**src/rtl/rps_referee_if.sv**
```systemverilog
// Referee bus: player inputs and control pulses in, judged round and scores out.
// The master side is the switch/key front end; the slave side is the referee.
interface rps_referee_if #(
    parameter int NUM_CHOICES = 3,
    parameter int IDX_W       = 4,
    parameter int SCORE_W     = 4
);
    logic                   choose;
    logic                   cont;
    logic                   reset_game;
    logic [NUM_CHOICES-1:0] p1_choice;
    logic [NUM_CHOICES-1:0] p2_choice;
    logic [IDX_W-1:0]       p1_idx;
    logic [IDX_W-1:0]       p2_idx;
    logic [1:0]             round_result;
    logic                   round_valid;
    logic [SCORE_W-1:0]     p1_score;
    logic [SCORE_W-1:0]     p2_score;
    logic                   match_over;
    logic [1:0]             match_winner;
    logic                   busy;

    modport master (
        output choose, cont, reset_game, p1_choice, p2_choice,
        input  p1_idx, p2_idx, round_result, round_valid,
               p1_score, p2_score, match_over, match_winner, busy
    );

    modport slave (
        input  choose, cont, reset_game, p1_choice, p2_choice,
        output p1_idx, p2_idx, round_result, round_valid,
               p1_score, p2_score, match_over, match_winner, busy
    );
endinterface

```
**src/rtl/rps_referee.sv**
```systemverilog
// N-way cyclic rock-paper-scissors referee. Latches one-hot choices, judges
// by cyclic dominance, keeps saturating scores and flags the match winner.
module rps_referee #(
    parameter int NUM_CHOICES = 3,
    parameter int WIN_SCORE   = 3,
    parameter int SCORE_W     = 4,
    parameter int IDX_W       = 4
) (
    input  logic         clk,
    input  logic         resetn,
    rps_referee_if.slave bus
);
    localparam logic [SCORE_W-1:0] WIN  = SCORE_W'(WIN_SCORE);
    localparam logic [IDX_W:0]     NC   = (IDX_W + 1)'(NUM_CHOICES);
    localparam logic [IDX_W:0]     HALF = (IDX_W + 1)'((NUM_CHOICES - 1) / 2);

    typedef enum logic [2:0] {
        S_IDLE,
        S_DECODE,
        S_JUDGE,
        S_SHOW,
        S_OVER
    } state_t;

    state_t             state_q, state_d;
    logic [IDX_W-1:0]   p1_idx_q, p1_idx_d;
    logic [IDX_W-1:0]   p2_idx_q, p2_idx_d;
    logic [1:0]         result_q, result_d;
    logic               valid_q, valid_d;
    logic [SCORE_W-1:0] p1_score_q, p1_score_d;
    logic [SCORE_W-1:0] p2_score_q, p2_score_d;
    logic [1:0]         winner_q, winner_d;

    // One-hot to index; anything not exactly one-hot maps to choice 0.
    function automatic logic [IDX_W-1:0] decode(input logic [NUM_CHOICES-1:0] c);
        logic [IDX_W-1:0] idx;
        int               cnt;
        idx = '0;
        cnt = 0;
        for (int k = 0; k < NUM_CHOICES; k++) begin
            if (c[k]) begin
                idx = IDX_W'(k);
                cnt = cnt + 1;
            end
        end
        return (cnt == 1) ? idx : '0;
    endfunction

    // i beats j when the forward distance (j - i) mod N lies in 1..(N-1)/2.
    function automatic logic beats(input logic [IDX_W-1:0] i, input logic [IDX_W-1:0] j);
        logic [IDX_W:0] ie, je, d;
        ie = {1'b0, i};
        je = {1'b0, j};
        d  = (je >= ie) ? (je - ie) : (je + NC - ie);
        return (d != '0) && (d <= HALF);
    endfunction

    // Score increment that sticks at the winning score instead of wrapping.
    function automatic logic [SCORE_W-1:0] sat_inc(input logic [SCORE_W-1:0] s);
        return (s >= WIN) ? s : s + 1'b1;
    endfunction

    // State and datapath registers; async reset clears everything.
    always_ff @(posedge clk or negedge resetn) begin
        if (!resetn) begin
            state_q    <= S_IDLE;
            p1_idx_q   <= '0;
            p2_idx_q   <= '0;
            result_q   <= '0;
            valid_q    <= 1'b0;
            p1_score_q <= '0;
            p2_score_q <= '0;
            winner_q   <= '0;
        end else begin
            state_q    <= state_d;
            p1_idx_q   <= p1_idx_d;
            p2_idx_q   <= p2_idx_d;
            result_q   <= result_d;
            valid_q    <= valid_d;
            p1_score_q <= p1_score_d;
            p2_score_q <= p2_score_d;
            winner_q   <= winner_d;
        end
    end

    // Next-state and register updates; reset_game overrides every state.
    always_comb begin
        state_d    = state_q;
        p1_idx_d   = p1_idx_q;
        p2_idx_d   = p2_idx_q;
        result_d   = result_q;
        valid_d    = 1'b0;
        p1_score_d = p1_score_q;
        p2_score_d = p2_score_q;
        winner_d   = winner_q;
        if (bus.reset_game) begin
            state_d    = S_IDLE;
            result_d   = '0;
            p1_score_d = '0;
            p2_score_d = '0;
            winner_d   = '0;
        end else begin
            case (state_q)
                S_IDLE: begin
                    if (bus.choose) state_d = S_DECODE;
                end
                S_DECODE: begin
                    p1_idx_d = decode(bus.p1_choice);
                    p2_idx_d = decode(bus.p2_choice);
                    state_d  = S_JUDGE;
                end
                S_JUDGE: begin
                    valid_d = 1'b1;
                    state_d = S_SHOW;
                    if (p1_idx_q == p2_idx_q) begin
                        result_d = 2'b00;
                    end else if (beats(p1_idx_q, p2_idx_q)) begin
                        result_d   = 2'b01;
                        p1_score_d = sat_inc(p1_score_q);
                        if (p1_score_d == WIN) begin
                            state_d  = S_OVER;
                            winner_d = 2'b01;
                        end
                    end else begin
                        result_d   = 2'b10;
                        p2_score_d = sat_inc(p2_score_q);
                        if (p2_score_d == WIN) begin
                            state_d  = S_OVER;
                            winner_d = 2'b10;
                        end
                    end
                end
                S_SHOW: begin
                    if (bus.cont) state_d = S_IDLE;
                end
                S_OVER: begin
                    state_d = S_OVER;
                end
                default: state_d = S_IDLE;
            endcase
        end
    end

    assign bus.p1_idx       = p1_idx_q;
    assign bus.p2_idx       = p2_idx_q;
    assign bus.round_result = result_q;
    assign bus.round_valid  = valid_q;
    assign bus.p1_score     = p1_score_q;
    assign bus.p2_score     = p2_score_q;
    assign bus.match_winner = winner_q;
    assign bus.match_over   = (state_q == S_OVER);
    assign bus.busy         = (state_q != S_IDLE);
endmodule
```
**src/flat_wrapper.sv**
```systemverilog
// flat-port wrapper written by rule: the top's interface ports become plain ports
module rps_referee_flat 
#(
    parameter int NUM_CHOICES = 3,
    parameter int WIN_SCORE   = 3,
    parameter int SCORE_W     = 4,
    parameter int IDX_W       = 4
)
  (clk, resetn, bus_choose, bus_cont, bus_reset_game, bus_p1_choice, bus_p2_choice, bus_p1_idx, bus_p2_idx, bus_round_result, bus_round_valid, bus_p1_score, bus_p2_score, bus_match_over, bus_match_winner, bus_busy);
  rps_referee_if #(.NUM_CHOICES(NUM_CHOICES), .IDX_W(IDX_W), .SCORE_W(SCORE_W)) bus_i ();
  input  logic clk;
  input  logic resetn;
  input wire logic [$bits(bus_i.choose)-1:0] bus_choose;
  input wire logic [$bits(bus_i.cont)-1:0] bus_cont;
  input wire logic [$bits(bus_i.reset_game)-1:0] bus_reset_game;
  input wire logic [$bits(bus_i.p1_choice)-1:0] bus_p1_choice;
  input wire logic [$bits(bus_i.p2_choice)-1:0] bus_p2_choice;
  output wire logic [$bits(bus_i.p1_idx)-1:0] bus_p1_idx;
  output wire logic [$bits(bus_i.p2_idx)-1:0] bus_p2_idx;
  output wire logic [$bits(bus_i.round_result)-1:0] bus_round_result;
  output wire logic [$bits(bus_i.round_valid)-1:0] bus_round_valid;
  output wire logic [$bits(bus_i.p1_score)-1:0] bus_p1_score;
  output wire logic [$bits(bus_i.p2_score)-1:0] bus_p2_score;
  output wire logic [$bits(bus_i.match_over)-1:0] bus_match_over;
  output wire logic [$bits(bus_i.match_winner)-1:0] bus_match_winner;
  output wire logic [$bits(bus_i.busy)-1:0] bus_busy;
  assign bus_i.choose = bus_choose;
  assign bus_i.cont = bus_cont;
  assign bus_i.reset_game = bus_reset_game;
  assign bus_i.p1_choice = bus_p1_choice;
  assign bus_i.p2_choice = bus_p2_choice;
  assign bus_p1_idx = bus_i.p1_idx;
  assign bus_p2_idx = bus_i.p2_idx;
  assign bus_round_result = bus_i.round_result;
  assign bus_round_valid = bus_i.round_valid;
  assign bus_p1_score = bus_i.p1_score;
  assign bus_p2_score = bus_i.p2_score;
  assign bus_match_over = bus_i.match_over;
  assign bus_match_winner = bus_i.match_winner;
  assign bus_busy = bus_i.busy;
  rps_referee #(.NUM_CHOICES(NUM_CHOICES), .WIN_SCORE(WIN_SCORE), .SCORE_W(SCORE_W), .IDX_W(IDX_W)) u_core (.clk(clk), .resetn(resetn), .bus(bus_i));
endmodule
```
**config.mk**
```make
export PLATFORM = sky130hd
export DESIGN_NAME = rps_referee_flat
export DESIGN_NICKNAME = d
export VERILOG_FILES = /design/src/rtl/rps_referee_if.sv /design/src/rtl/rps_referee.sv /design/src/flat_wrapper.sv
export SDC_FILE = /design/constraint.sdc
export NUM_CORES = 1
export LEC_CHECK = 0
export ABC_AREA = 1
export CAP_MARGIN = 20
export CELL_PAD_IN_SITES_DETAIL_PLACEMENT = 0
export CELL_PAD_IN_SITES_GLOBAL_PLACEMENT = 2
export CORE_ASPECT_RATIO = 0.9
export CORE_UTILIZATION = 26
export CTS_BUF_LIST = sky130_fd_sc_hd__clkbuf_16
export DETAILED_ROUTE_END_ITERATION = 10
export GPL_ROUTABILITY_DRIVEN = 0
export HOLD_SLACK_MARGIN = 0.03
export PLACE_DENSITY = 0.8
export REMOVE_ABC_BUFFERS = 1
export SYNTH_ARGS = -nofsm -noshare
export SYNTH_HDL_FRONTEND = slang
export SYNTH_SLANG_ARGS = --single-unit
```
**constraint.sdc**
```tcl
create_clock -name clk -period 2.32 [get_ports clk]
set_input_delay 0.232 -clock clk [delete_from_list [all_inputs] [get_ports clk]]
set_output_delay 0.232 -clock clk [all_outputs]
set_load 0.05 [all_outputs]
```
==> results.toml <==
[cells_and_area]
fin_cells = 254
post-route-util_pct = 37.7
fillers = 467
n_antenna_cell = 0
final_area_sq_mm = 0.00171
area_growth_syn_to_layout_pct = 37.5
drive_gt1_share_pct = 10.9
nNetsFinal = 215
final_common_cell = "nand2_1"
final_cell_mix = "42 x nand2_1, 29 x clkdlybuf4s50_1, 20 x dfrtp_1"

[detailed_routing]
wl_mm = 2.64
drcViolationCount = 0
vias = 1077
routedWlPerCell_um = 10.4
drt_iter0_drc = 18
drt-pass1-iter-count = 4
viasPerCell = 4.24
detail-route-antenna-nets = 0

[critical_path]
worst_setup_path_end_kind = "flop"
critPathMaxStageDelay_ns = 0.42
worstReg2RegEnd = "u_core.bus.match_winner[0]"
cp_cell_sequence = "ha_1, fa_1, nor2_1, nand3_2, nand2_1, nor2_1, nand2_1, nand2_2, nand2_2, nand2_2, nand2_1, nand2_1"
crit_type = "flop to flop"
crit_fanout = 4
ff2ff_path_depth = 12
cp.required_ns = 2.47
cp-start-kind = "flop"
crit_top_cell = "nand2_1"
rr_startpoint = "u_core.bus.p2_idx[0]"
cp.arrival_ns = 2.16
r2r_slack_ns = 0.30
critical-path-slowest-cell = "fa_1"

[power]
seq_power_share_pct = 24.7
power.switching_mw = 0.993
switching_share_pct = 45.9
power.total_mw = 2.16
clock_power_share_pct = 21.9
power_frac_comb_pct = 53.3
power_density_mw_per_mm2 = 1270
peakVddDrop_mv = 0.720
cellLeakagePower_nw = 0.848
intPower_mw = 1.17

[logic_synthesis]
ys_warn_count = 0
synth_xor_area_share_pct = 0
yosysTopAreaCellShare_pct = 40.4
synth_top_family_by_area = "simple AND/OR/NAND/NOR gates"
synthTopCellsByArea = "dfrtp_1 40%, nand2_1 13%, ha_1 9.1%, inv_1 5.8%, nor2_1 4.5%"
synthDistinctLibCells = 27
synth_cells = 159
synth_top_cell_by_area = "dfrtp_1"
ys_seq_area_share_pct = 40.4
avgSynthCellArea_sq_um = 7.80
synth_area_sq_mm = 0.00124
synth_ff_type = "dfrtp_1"
muxShareOfSynthArea_pct = 0
synthArstFlopShare_pct = 100
synth-compound-area-share_pct = 7.67
synth-edff-count = 0
synth_fa_ha_area_share_pct = 12.3
synth-simple-area-share_pct = 27.5
synth-seq-cells = 20

[cts]
root_buffer = "clkbuf_16"
h-tree-depth = 1
cts_tree = "built"
post_cts_buffers = 0
cts_resized = 0
clk_pin_slew_worst_paths_ns = 0.06
clkLatencyLatePin_ns = 0.25
numCtsBuffers = 3
hold_buffers = 0
clock-sinks = 20
clk_path_buf_depth = 2

[placement]
dp_hpwl_mm = 2.13
io_buffers = 29
placedInstanceArea_sq_mm = 0.00160
place_inst = 250
dpl_worst_slack_ns = 0.294

[sta]
hold_viol_final = 0
tightest_slew_ns = 0.505
rsz0062_at_grt = "no"
drv_slew = 0
fmax_mhz = 496
period_minus_slack_ns = 2.02
slew_headroom_pct = 66.3
whs_ns = 0.337
setup-tns-final_ns = 0
final.period_utilization_pct = 87.0
fin_ws_ns = 0.302
setup_violations = 0
finClkSkew_ns = 0.00195

[die]
initial_utilization_pct = 27.4
die_y_um = 67.5
io_pins = 34
die_w_um = 74.8
fp-row-count = 23
die-area_sq_mm = 0.00505
design.core.area_sq_mm = 0.00452

[global_routing]
grt_max_degree = 21
grt_pass1_vias = 1090
grt_pass1_wl_mm = 4.62
grt_util_all_layers_pct = 12.1
antenna_found_initial = 0
grt_overflow = 0

[flow_run]
cap_viol_max_count = 0

[worst_hold_path]
min-delay-path-class = "input port to async pin"

[outcome]
status = "complete, no violations"
-- cell type report --
class                   instances  area (sq um)  area share (%)
well taps                      62          77.6            4.55
inverters                      30           113            6.60
multi-input cells             107           604            35.4
flip-flops and latches         20           500            29.3
repair buffers                 31           305            17.9
clock buffers                   3          75.1            4.40
clock inverters                 1          30.0            1.76
-- worst max-delay path by stage --
| stage | from | to | cells past startpoint |
|---|---|---|---|
| after detailed placement | u_core.bus.p2_idx[0] | u_core.bus.match_winner[0] | 12 |
| after global placement | u_core.bus.p2_idx[0] | u_core.bus.match_winner[0] | 12 |
| after global routing | u_core.bus.p2_idx[0] | u_core.bus.match_winner[0] | 15 |
| final | u_core.bus.p2_idx[0] | u_core.bus.match_winner[0] | 12 |
| after CTS | u_core.bus.p2_idx[0] | u_core.bus.match_winner[0] | 12 |
| after floorplan | u_core.bus.p1_idx[0] | u_core.state_q[0] | 14 |
-- registers in the layout, summed over array words and instances, names as in the netlist --
register                 flops
u_core.bus.p1_score          4
u_core.bus.p2_score          4
u_core.state_q               3
u_core.bus.match_winner      2
u_core.bus.p1_idx            2
u_core.bus.p2_idx            2
u_core.bus.round_result      2
u_core.bus.round_valid       1
-- critical path, delay by kind of cell (launching register included) --
family | cells | cell delay (ns)
adders and majority gates | 2 | 0.65
DFF | 1 | 0.41
and+or+nand+nor | 10 | 0.83
-- kinds of logic (layout without fill, tap and decap cells) --
group	after synthesis	in the layout
other cells	1	4
flops	20	20
fa+ha+maj	11	11
buf+inv	35	65
simple gates	76	76
compound gates	16	16
-- power by group through the flow --
stage | Clock (mW) | Combinational [mW] | Sequential [mW]
final | 0.475 | 1.15 | 0.535
after global routing | 0.497 | 1.28 | 0.550
after CTS | 0.485 | 1.16 | 0.536
after detailed placement | 0 | 1.16 | 0.540
after global placement | 0 | 1.15 | 0.535
after floorplan | 0 | 0.558 | 0.799
-- cell usage after synthesis, drive strengths merged (3+ instances only) --
cell and instances:
o21ai 3, clkinv 4, buf 4, nand2 46
a21oi 5, ha 9, nand3 6, dfrtp 20
nor2 18, o22ai 4, inv 26
-- routing by layer --
layer	up-vias	GRT usage, %	wire, um
met5	-	0	0
li1	560	-	-
met1	487	15.3	1290
met3	4	1.79	91
met4	0	5.66	43
met2	26	20.2	1220
Power figures use the tool's default switching activity.
